## src/rtl/fft_out_serializer_if.sv

```systemverilog
// fft_out_serializer_if: frame capture and bin streaming signals of the FFT
// output unloader. The slave modport is the serializer's view, the master
// modport is the view of the logic feeding frames in and taking bins out.
interface fft_out_serializer_if;
  logic               in_valid;
  logic               in_ready;
  logic signed [15:0] dr0, dr1, dr2, dr3, dr4, dr5, dr6, dr7;
  logic signed [15:0] di0, di1, di2, di3, di4, di5, di6, di7;
  logic               out_valid;
  logic               out_ready;
  logic signed [15:0] out_re;
  logic signed [15:0] out_im;
  logic [2:0]         out_idx;
  logic               out_last;
  logic               drop;

  modport slave (
    input  in_valid,
    input  dr0, dr1, dr2, dr3, dr4, dr5, dr6, dr7,
    input  di0, di1, di2, di3, di4, di5, di6, di7,
    input  out_ready,
    output in_ready,
    output out_valid, out_re, out_im, out_idx, out_last,
    output drop
  );

  modport master (
    output in_valid,
    output dr0, dr1, dr2, dr3, dr4, dr5, dr6, dr7,
    output di0, di1, di2, di3, di4, di5, di6, di7,
    output out_ready,
    input  in_ready,
    input  out_valid, out_re, out_im, out_idx, out_last,
    input  drop
  );
endinterface

```

## src/rtl/fft_out_serializer.sv

```systemverilog
// fft_out_serializer: captures a whole 8-bin complex frame in one cycle into
// one of two ping-pong banks and streams the bins out in order 0..7 over a
// valid/ready interface while the other bank can accept the next frame.
// Optional build macro FFT_OUT_SCALE_EN: outputs are scaled by 1/8 with
// round-half-up on the output mux; the stored data stay unscaled.
module fft_out_serializer (
  input logic                 clk,
  input logic                 rst,
  fft_out_serializer_if.slave bus
);

  logic signed [15:0] bank_re [2][8];
  logic signed [15:0] bank_im [2][8];
  logic [1:0]         full;
  logic               wr_sel;
  logic               rd_sel;
  logic [2:0]         idx;
  logic               drop;

  logic signed [15:0] in_re [8];
  logic signed [15:0] in_im [8];
  logic [1:0]         full_next;
  logic               wr_sel_next;
  logic               rd_sel_next;
  logic [2:0]         idx_next;
  logic               in_ready;
  logic               out_valid;
  logic               capture;
  logic               xfer;
  logic signed [15:0] rd_re;
  logic signed [15:0] rd_im;

`ifdef FFT_OUT_SCALE_EN
  // (x + 4) >>> 3 in 17 bits: divide by 8 rounding half up; result fits in 14 bits
  function automatic logic signed [15:0] scale_out(input logic signed [15:0] x);
    logic signed [16:0] wide;
    logic signed [16:0] shifted;
    wide    = {x[15], x} + 17'sd4;
    shifted = wide >>> 3;
    return shifted[15:0];
  endfunction
`endif

  // in_ready depends only on registers, so capture never forms a loop with in_valid
  assign in_ready  = ~full[wr_sel];
  assign out_valid = full[rd_sel];
  assign capture   = bus.in_valid & in_ready;
  assign xfer      = out_valid & bus.out_ready;

  // Gather the sixteen frame inputs into bin-indexed arrays for the bank write
  always_comb begin
    in_re[0] = bus.dr0;  in_im[0] = bus.di0;
    in_re[1] = bus.dr1;  in_im[1] = bus.di1;
    in_re[2] = bus.dr2;  in_im[2] = bus.di2;
    in_re[3] = bus.dr3;  in_im[3] = bus.di3;
    in_re[4] = bus.dr4;  in_im[4] = bus.di4;
    in_re[5] = bus.dr5;  in_im[5] = bus.di5;
    in_re[6] = bus.dr6;  in_im[6] = bus.di6;
    in_re[7] = bus.dr7;  in_im[7] = bus.di7;
  end

  // Next-state for bank flags, pointers and bin index; capture and last transfer
  // always touch different banks, so both may act in the same cycle
  always_comb begin
    full_next   = full;
    wr_sel_next = wr_sel;
    rd_sel_next = rd_sel;
    idx_next    = idx;
    if (capture) begin
      full_next[wr_sel] = 1'b1;
      wr_sel_next       = ~wr_sel;
    end else begin
      wr_sel_next = wr_sel;
    end
    if (xfer) begin
      idx_next = idx + 3'd1;
      if (idx == 3'd7) begin
        full_next[rd_sel] = 1'b0;
        rd_sel_next       = ~rd_sel;
      end else begin
        rd_sel_next = rd_sel;
      end
    end else begin
      idx_next = idx;
    end
  end

  // Control registers and the registered drop pulse
  always_ff @(posedge clk or posedge rst) begin
    if (rst) begin
      full   <= 2'b00;
      wr_sel <= 1'b0;
      rd_sel <= 1'b0;
      idx    <= 3'd0;
      drop   <= 1'b0;
    end else begin
      full   <= full_next;
      wr_sel <= wr_sel_next;
      rd_sel <= rd_sel_next;
      idx    <= idx_next;
      drop   <= bus.in_valid & ~in_ready;
    end
  end

  // Bank storage: a whole frame lands in the write bank on capture
  always_ff @(posedge clk or posedge rst) begin
    if (rst) begin
      for (int b = 0; b < 2; b++) begin
        for (int k = 0; k < 8; k++) begin
          bank_re[b][k] <= 16'sd0;
          bank_im[b][k] <= 16'sd0;
        end
      end
    end else if (capture) begin
      for (int k = 0; k < 8; k++) begin
        bank_re[wr_sel][k] <= in_re[k];
        bank_im[wr_sel][k] <= in_im[k];
      end
    end
  end

  // Output mux: current bin of the read bank; driven purely from registers
  always_comb begin
    rd_re = bank_re[rd_sel][idx];
    rd_im = bank_im[rd_sel][idx];
`ifdef FFT_OUT_SCALE_EN
    bus.out_re = scale_out(rd_re);
    bus.out_im = scale_out(rd_im);
`else
    bus.out_re = rd_re;
    bus.out_im = rd_im;
`endif
  end

  assign bus.in_ready  = in_ready;
  assign bus.out_valid = out_valid;
  assign bus.out_idx   = idx;
  assign bus.out_last  = out_valid & (idx == 3'd7);
  assign bus.drop      = drop;

endmodule

```

## src/flat_wrapper.sv

```systemverilog
// flat-port wrapper written by rule: the top's interface ports become plain ports
module fft_out_serializer_flat 
  (clk, rst, bus_in_valid, bus_dr0, bus_dr1, bus_dr2, bus_dr3, bus_dr4, bus_dr5, bus_dr6, bus_dr7, bus_di0, bus_di1, bus_di2, bus_di3, bus_di4, bus_di5, bus_di6, bus_di7, bus_out_ready, bus_in_ready, bus_out_valid, bus_out_re, bus_out_im, bus_out_idx, bus_out_last, bus_drop);
  fft_out_serializer_if bus_i ();
  input logic clk;
  input logic rst;
  input wire logic [$bits(bus_i.in_valid)-1:0] bus_in_valid;
  input wire logic [$bits(bus_i.dr0)-1:0] bus_dr0;
  input wire logic [$bits(bus_i.dr1)-1:0] bus_dr1;
  input wire logic [$bits(bus_i.dr2)-1:0] bus_dr2;
  input wire logic [$bits(bus_i.dr3)-1:0] bus_dr3;
  input wire logic [$bits(bus_i.dr4)-1:0] bus_dr4;
  input wire logic [$bits(bus_i.dr5)-1:0] bus_dr5;
  input wire logic [$bits(bus_i.dr6)-1:0] bus_dr6;
  input wire logic [$bits(bus_i.dr7)-1:0] bus_dr7;
  input wire logic [$bits(bus_i.di0)-1:0] bus_di0;
  input wire logic [$bits(bus_i.di1)-1:0] bus_di1;
  input wire logic [$bits(bus_i.di2)-1:0] bus_di2;
  input wire logic [$bits(bus_i.di3)-1:0] bus_di3;
  input wire logic [$bits(bus_i.di4)-1:0] bus_di4;
  input wire logic [$bits(bus_i.di5)-1:0] bus_di5;
  input wire logic [$bits(bus_i.di6)-1:0] bus_di6;
  input wire logic [$bits(bus_i.di7)-1:0] bus_di7;
  input wire logic [$bits(bus_i.out_ready)-1:0] bus_out_ready;
  output wire logic [$bits(bus_i.in_ready)-1:0] bus_in_ready;
  output wire logic [$bits(bus_i.out_valid)-1:0] bus_out_valid;
  output wire logic [$bits(bus_i.out_re)-1:0] bus_out_re;
  output wire logic [$bits(bus_i.out_im)-1:0] bus_out_im;
  output wire logic [$bits(bus_i.out_idx)-1:0] bus_out_idx;
  output wire logic [$bits(bus_i.out_last)-1:0] bus_out_last;
  output wire logic [$bits(bus_i.drop)-1:0] bus_drop;
  assign bus_i.in_valid = bus_in_valid;
  assign bus_i.dr0 = bus_dr0;
  assign bus_i.dr1 = bus_dr1;
  assign bus_i.dr2 = bus_dr2;
  assign bus_i.dr3 = bus_dr3;
  assign bus_i.dr4 = bus_dr4;
  assign bus_i.dr5 = bus_dr5;
  assign bus_i.dr6 = bus_dr6;
  assign bus_i.dr7 = bus_dr7;
  assign bus_i.di0 = bus_di0;
  assign bus_i.di1 = bus_di1;
  assign bus_i.di2 = bus_di2;
  assign bus_i.di3 = bus_di3;
  assign bus_i.di4 = bus_di4;
  assign bus_i.di5 = bus_di5;
  assign bus_i.di6 = bus_di6;
  assign bus_i.di7 = bus_di7;
  assign bus_i.out_ready = bus_out_ready;
  assign bus_in_ready = bus_i.in_ready;
  assign bus_out_valid = bus_i.out_valid;
  assign bus_out_re = bus_i.out_re;
  assign bus_out_im = bus_i.out_im;
  assign bus_out_idx = bus_i.out_idx;
  assign bus_out_last = bus_i.out_last;
  assign bus_drop = bus_i.drop;
  fft_out_serializer u_core (.clk(clk), .rst(rst), .bus(bus_i));
endmodule
```

## config.mk

```make
export PLATFORM = sky130hd
export DESIGN_NAME = fft_out_serializer_flat
export DESIGN_NICKNAME = d
export VERILOG_FILES = /design/src/rtl/fft_out_serializer_if.sv /design/src/rtl/fft_out_serializer.sv /design/src/flat_wrapper.sv
export SDC_FILE = /design/constraint.sdc
export NUM_CORES = 1
export LEC_CHECK = 0
export CAP_MARGIN = 25
export CORE_MARGIN = 2
export CORE_UTILIZATION = 56
export CTS_CLUSTER_DIAMETER = 200
export DETAILED_ROUTE_END_ITERATION = 16
export GPL_ROUTABILITY_DRIVEN = 0
export PLACE_DENSITY = 0.89
export SETUP_SLACK_MARGIN = 0.4
export SYNTH_ARGS = -nofsm -noshare
export SYNTH_HDL_FRONTEND = slang
export SYNTH_SLANG_ARGS = --single-unit
export TNS_END_PERCENT = 100
```

## constraint.sdc

```tcl
create_clock -name clk -period 22.2 [get_ports clk]
set_input_delay 4.44 -clock clk [delete_from_list [all_inputs] [get_ports clk]]
set_output_delay 4.44 -clock clk [all_outputs]
set_load 0.02 [all_outputs]
```

==> flow_summary.toml, run 1 <==
[synth]
synth.ff_latch_count = 520
dominant_combinational_cell_family_by_area_after_synthesis = "multiplexers"
yosys.area_share.adder = 0.00108
postSynthNetCount = 1647
yosys.area_share.simple = 0.00900
seq_area_frac_synth = 0.564
count_of_mapped_cells_out_of_synthesis = 1385
synth.area.mux_share = 0.377
post_synth_xor_area_fraction = 0.000380
post_synth_instance_area_sq_mm = 0.0231
synth_cell_types = 22
synth-compound-area-share = 0.0217
synth_warnings = 0
synth_area_per_cell_sq_um = 16.7

[hold_path]
worst_min_delay_path_startpoint = "u_core.bank_im[166]$_DFFE_PP0P_"
min_delay_path_depth = 1
classification_of_the_worst_slack_hold_path = "flop to flop"

[finish]
post-route-cell-area_sq_mm = 0.0282
final_cell_mix = "sky130_fd_sc_hd__dfrtp_1, sky130_fd_sc_hd__mux2_2, sky130_fd_sc_hd__clkdlybuf4s50_1"
layout.nets = 1921
fillers = 2656
syn_to_final_growth_pct = 22.1
post_route_cells_drive_above_1_share = 0.417
most_common_cell_after_layout_fill_and_taps_aside = "sky130_fd_sc_hd__dfrtp_1"

[timing]
final.period_utilization = 0.404
setup_viol = 0
fin_setup_tns_ns = 0
finClkSkew_ns = 0.0208
finalHoldViolations = 0
post-route-min-period_ns = 8.96
slew_headroom = 0.290
rsz_0062_raised_after_global_routing = "false"
slew_violations = 0
worst_pin_slew_ns = 1.07
max_freq_ghz = 0.112

[clocking]
clkTransAtPathRegs_ns = 0.06
ctsHoldBuffers = 0
cts_root_buf = "sky130_fd_sc_hd__clkbuf_16"
cts-buffers-inserted = 52
clkLatencyLatePin_ns = 0.59
ctsHtreeMaxLevel = 2
post_cts_resize_count = 0
cts_buffer_depth = 3
cts_sinks = 520
cts_tree = "yes"
post-cts-setup-buffers = 0

[route]
drtAntennaViolNets = 0
num_vias = 13600
detail_route.iter0.violations = 884
detail_route.vias_per_cell = 6.07
drtPass1Iterations = 4
drc = 0
sum_of_routed_wire_length_over_all_layers_um = 57600
routedWlPerCell_um = 25.7

[run_status]
outcome = "finished clean"

[setup_path]
worstReg2RegStart = "u_core.wr_sel$_DFFE_PP0N_"
kind_of_launch_point_of_the_worst_setup_path = "flop"
crit_type = "flop to output pin"
timing.reg2reg.worst_path_depth = 4
setup.worst_path.end_class = "output pin"
crit_required_ns = 17.76
crit_path_max_fanout = 60
crit_path_start = "u_core.rd_sel$_DFFE_PP0P_"
critical_path_arrival_ns = 4.52

[placed_design]
placed_area_sq_mm = 0.0263
io_buffer_count = 298
place.detailed.hpwl_um = 38200

[global_route]
gr-usage-all-layers = 0.274
antenna_violations_before_repair = 22
grt_pass1_wl_um = 87100
first_global_vias = 15000
grt_start_max_net_pins = 158
globalRoute.totalOverflow = 0

[power]
intPower_mw = 2.99
peakVddDrop_mv = 0.119
combinationalPowerShare = 0.408
power_frac_clock = 0.201
switchingPower_mw = 1.41
leakage_power_figure_nw = 11.8
swShare = 0.320
sequentialPowerShare = 0.391
power.density_cell_area_mw_per_mm2 = 156

[die]
dieArea_sq_mm = 0.0428
boundaryPins = 299
core.rowCount = 74
floorplan.die.height_um = 207
design.core.area_sq_mm = 0.0407
die_w_um = 207
initial_core_util = 0.566

[job]
maxCapViolations = 0
-- layout make-up --
class                      count  area, sq um  share of cell area
antenna                       12         30.0             0.00107
clock buffer                  84         1600              0.0569
clock inverter                 8          123             0.00435
inverter                       1         11.3            0.000400
multi-input combinational    764         9470               0.336
sequential                   520        13000               0.462
tap                          532          666              0.0236
timing repair buffer         320         3240               0.115
-- Yosys cell counts --
cell                       instances  area (sq um)
sky130_fd_sc_hd__a22oi_1          64           480
sky130_fd_sc_hd__a31oi_1           1          6.26
sky130_fd_sc_hd__a41oi_1           1          8.76
sky130_fd_sc_hd__and2_1            3          18.8
sky130_fd_sc_hd__buf_2            58           290
sky130_fd_sc_hd__buf_4             9          67.6
sky130_fd_sc_hd__buf_6            18           203
sky130_fd_sc_hd__clkbuf_1         15          56.3
sky130_fd_sc_hd__dfrtp_1         520         13000
sky130_fd_sc_hd__ha_1              2          25.0
sky130_fd_sc_hd__inv_1             1          3.75
sky130_fd_sc_hd__mux2_1           43           484
sky130_fd_sc_hd__mux2_2          472          5320
sky130_fd_sc_hd__mux2i_1           1          10.0
sky130_fd_sc_hd__mux4_2          128          2880
sky130_fd_sc_hd__nand2_1          40           150
sky130_fd_sc_hd__nand3_1           1          5.00
sky130_fd_sc_hd__nand3b_1          1          7.51
sky130_fd_sc_hd__nor2_1            2          7.51
sky130_fd_sc_hd__nor2b_1           3          18.8
sky130_fd_sc_hd__o21ai_0           1          5.00
sky130_fd_sc_hd__xnor2_1           1          8.76
-- metrics by stage --
stage | total power [mW] | setup slack (ns) | util | cells | hold slack, ns
global placement | 3.43 | 13.74 | 0.645 | 2133 | 0.463
detailed placement | 3.52 | 13.58 | 0.645 | 2133 | 0.475
CTS | 4.43 | 13.09 | 0.688 | 2225 | 0.491
floorplan | 2.93 | 3.23 | - | 1385 | 0.453
finish | 4.40 | 13.24 | 0.691 | 2241 | 0.491
global route | 4.63 | 12.99 | 0.691 | 2233 | 0.509
-- registers in the layout, summed over array words and instances, names as in the netlist --
| signal | flops |
|---|---|
| u_core.wr_sel | 1 |
| u_core.bank_re | 256 |
| u_core.rd_sel | 1 |
| u_core.full | 2 |
| u_core.bus.drop | 1 |
| u_core.bus.out_idx | 3 |
| u_core.bank_im | 256 |
-- routing by layer --
metal	track usage	share of wire
met5	0	0.0021
met4	0.102	0.034
met3	0.0824	0.081
met2	0.461	0.51
met1	0.335	0.37
-- kinds of logic (layout without fill, tap and decap cells) --
group | Yosys count | after routing
DFF | 520 | 520
xor gates and xnor gates | 1 | 1
other | 0 | 12
AOI/OAI and AO/OA | 67 | 67
buffers and inverters | 101 | 413
and+or+nand+nor | 50 | 50
muxes | 644 | 644
adders and majority gates | 2 | 2
-- power groups by stage --
stage	combinational [mW]	sequential, mW	clock (mW)
after floorplan	1.33	1.60	0
after global routing	1.92	1.78	0.939
final	1.80	1.72	0.884
after detailed placement	1.80	1.72	0
after global placement	1.74	1.68	0
after CTS	1.81	1.71	0.900
-- path summary, 6_finish.rpt --
check	end	slack [ns]
worst max-delay path	bus_out_re[15]	13.24
worst min-delay path	u_core.bank_im[166]$_DFFE_PP0P_	0.49
worst max register to register	u_core.bank_im[167]$_DFFE_PP0P_	19.11
worst min register to register	u_core.bank_im[166]$_DFFE_PP0P_	0.49
max in group asynchronous	u_core.bank_im[39]$_DFFE_PP0P_	15.35
min in group asynchronous	u_core.bank_re[250]$_DFFE_PP0P_	4.19
-- critical path: stages, from the launching register on --
cell	delay (ns)
sky130_fd_sc_hd__dfrtp_4	0.65
sky130_fd_sc_hd__buf_4	0.78
sky130_fd_sc_hd__buf_4	0.88
sky130_fd_sc_hd__mux4_2	0.62
sky130_fd_sc_hd__a22oi_1	0.23
sky130_fd_sc_hd__nand2_1	0.08
sky130_fd_sc_hd__clkdlybuf4s50_1	0.63
No activity file was read; power rests on OpenSTA's default activity.
==> run 2: changes to the inputs <==
--- a/config.mk
+++ b/config.mk
@@ -7,11 +7,11 @@
 export LEC_CHECK = 0
 export CAP_MARGIN = 25
 export CORE_MARGIN = 2
-export CORE_UTILIZATION = 56
+export CORE_UTILIZATION = 50
 export CTS_CLUSTER_DIAMETER = 200
 export DETAILED_ROUTE_END_ITERATION = 16
 export GPL_ROUTABILITY_DRIVEN = 0
-export PLACE_DENSITY = 0.89
+export PLACE_DENSITY = 0.84
 export SETUP_SLACK_MARGIN = 0.4
 export SYNTH_ARGS = -nofsm -noshare
 export SYNTH_HDL_FRONTEND = slang
==> constraint.sdc (replaced) <==
create_clock -name clk -period 7.5 [get_ports clk]
set_input_delay 1.5 -clock clk [delete_from_list [all_inputs] [get_ports clk]]
set_output_delay 1.5 -clock clk [all_outputs]
set_load 0.02 [all_outputs]
==> run 2 against run 1 <==
  * Via count decreased by 1.5%
  * Combinational power grew to 2.9 times the previous value
  * Sequential share of layout area down 0.56 points
  * Critical path depth is 1 lower
  * Non-clock buffer count is 1 lower
  * First-iteration DRC count increased by 5.5%
  * Global-route usage is 3.6 points lower
  * Largest cell class unchanged
==> flow_summary.toml, run 2 (same netlist as run 1, synthesis figures left out) <==
[run_status]
outcome = "finished clean"

[timing]
slew_violations = 0
final.period_utilization = 0.706
rsz_0062_raised_after_global_routing = "false"
setup_viol = 0
finalHoldViolations = 0
worst_pin_slew_ns = 1.06
setup_slack_ns = 2.20
post-route-min-period_ns = 5.30
finClkSkew_ns = 0.0282
slew_headroom = 0.292
max_freq_ghz = 0.189
fin_worst_hold_slack_ns = 0.483

[setup_path]
timing.reg2reg.worst_path_depth = 4
crit_required_ns = 6.00
destination_of_the_critical_timing_path = "bus_out_im[5]"
r2r_setup_slack_ns = 4.76
critical_path_arrival_ns = 3.80
crit_type = "flop to output pin"
worstReg2RegStart = "u_core.full[1]$_DFF_PP0_"
setup.worst_path.end_class = "output pin"
crit_path_max_fanout = 45
crit_path_start = "u_core.bus.out_idx[0]$_DFFE_PP0P_"
critical_path.reg2reg.endpoint = "u_core.bank_im[29]$_DFFE_PP0P_"
kind_of_launch_point_of_the_worst_setup_path = "flop"

[global_route]
first_global_vias = 15000
globalRoute.totalOverflow = 0
gr-usage-all-layers = 0.238
met3_usage_in_global_routing = 0.0776
gr-usage-met2 = 0.402
grt_pass1_wl_um = 86200
grt_start_max_net_pins = 173
grt-busiest-layer = "met2"
grtUsageMet1 = 0.285
antenna_violations_before_repair = 15

[clocking]
cts_root_buf = "sky130_fd_sc_hd__clkbuf_16"
ctsHtreeMaxLevel = 2
cts_sinks = 520
cts-buffers-inserted = 56
clkLatencyLatePin_ns = 0.62
cts_buffer_depth = 3
post-cts-setup-buffers = 0
clkTransAtPathRegs_ns = 0.06
post_cts_resize_count = 0
ctsHoldBuffers = 0
cts_tree = "yes"

[finish]
post_route_cells_drive_above_1_share = 0.424
syn_to_final_growth_pct = 23.6
most_common_cell_after_layout_fill_and_taps_aside = "sky130_fd_sc_hd__dfrtp_1"
final_cell_mix = "sky130_fd_sc_hd__dfrtp_1, sky130_fd_sc_hd__mux2_2, sky130_fd_sc_hd__clkdlybuf4s50_1"
fillers = 3308
area.sequential_sq_mm = 0.0130
area_used_by_multi_input_combinational_logic_sq_mm = 0.00947
layout.nets = 1924
post-route-cell-area_sq_mm = 0.0285

[die]
core.rowCount = 78
initial_core_util = 0.507
design.core.area_sq_mm = 0.0455
floorplan.die.height_um = 219
boundaryPins = 299
dieArea_sq_mm = 0.0479
die_w_um = 219

[route]
detail_route.iter0.violations = 933
num_vias = 13400
sum_of_routed_wire_length_over_all_layers_um = 56100
drtPass1Iterations = 4
drtAntennaViolNets = 0
detail_route.vias_per_cell = 5.80
routedWlPerCell_um = 24.3
drc = 0

[power]
power.density_cell_area_mw_per_mm2 = 471
peakVddDrop_mv = 0.303
leakage_power_figure_nw = 11.9

[placed_design]
placed_area_sq_mm = 0.0265
dp_worst_setup_slack_ns = 2.65
io_buffer_count = 298
place.detailed.hpwl_um = 36600

[hold_path]
classification_of_the_worst_slack_hold_path = "flop to flop"

[job]
maxCapViolations = 0
[run 2: changes by cell type in the layout (fill, tap and decap cells not counted)]
cell and change:
sky130_fd_sc_hd__and2_1 -1, sky130_fd_sc_hd__and2_2 +1, sky130_fd_sc_hd__buf_12 +6, sky130_fd_sc_hd__buf_16 -4, sky130_fd_sc_hd__buf_4 -3, sky130_fd_sc_hd__bufinv_16 +9, sky130_fd_sc_hd__clkbuf_1 -7, sky130_fd_sc_hd__clkbuf_16 +4
sky130_fd_sc_hd__clkbuf_8 -8, sky130_fd_sc_hd__clkinv_2 +7, sky130_fd_sc_hd__clkinvlp_4 +4, sky130_fd_sc_hd__diode_2 -7, sky130_fd_sc_hd__inv_8 -1
[run 2: per-layer routing]
layer | up-vias | share of wire
li1 | 5781 | -
met1 | 7103 | 0.38
met2 | 387 | 0.50
met3 | 108 | 0.079
met4 | 24 | 0.033
met5 | - | 0.0030
[run 2: area by class of cell]
type,count,share of cell area
Antenna cell,5,0.000439
Clock buffer,73,0.0550
Clock inverter,27,0.0158
Inverter,1,0.000263
Multi-Input combinational cell,764,0.332
Sequential cell,520,0.457
Tap cell,600,0.0263
Timing Repair Buffer,319,0.113
[run 2: report_power, final]
part	leakage (nW)	switching (mW)	internal, mW
registers	6.22	0.869	4.24
logic	4.68	2.24	3.07
clock network	0.988	1.13	1.88
[run 2: per-stage QoR]
step	std cells	TNS (ns)	utilization	power (mW)
6_report	2309	0	0.627	13.4
5_1_grt	2305	0	0.627	14.1
4_1_cts	2303	0	0.626	13.5
3_5_place_dp	2203	0	0.582	10.5
3_3_place_gp	2203	0	0.582	10.2
2_1_floorplan	1385	-553.40	-	8.68
[run 2: worst min path at each step]
| stage | start | end | slack (ns) | depth (start not counted) |
|---|---|---|---|---|
| finish | u_core.bank_im[167]$_DFFE_PP0P_ | u_core.bank_im[167]$_DFFE_PP0P_ | 0.48 | 1 |
| global route | u_core.bank_im[171]$_DFFE_PP0P_ | u_core.bank_im[171]$_DFFE_PP0P_ | 0.50 | 1 |
| CTS | u_core.bank_im[203]$_DFFE_PP0P_ | u_core.bank_im[203]$_DFFE_PP0P_ | 0.49 | 1 |
| detailed placement | u_core.bank_im[203]$_DFFE_PP0P_ | u_core.bank_im[203]$_DFFE_PP0P_ | 0.47 | 1 |
| global placement | u_core.bank_im[201]$_DFFE_PP0P_ | u_core.bank_im[201]$_DFFE_PP0P_ | 0.46 | 1 |
| floorplan | u_core.bank_im[161]$_DFFE_PP0P_ | u_core.bank_im[161]$_DFFE_PP0P_ | 0.45 | 1 |
[run 2: critical path: stages, from the launching register on]
cell                              delay (ns)
sky130_fd_sc_hd__dfrtp_4                1.03
sky130_fd_sc_hd__buf_4                  0.59
sky130_fd_sc_hd__mux4_2                 0.56
sky130_fd_sc_hd__a22oi_1                0.35
sky130_fd_sc_hd__nand2_1                0.09
sky130_fd_sc_hd__clkdlybuf4s50_1        0.54
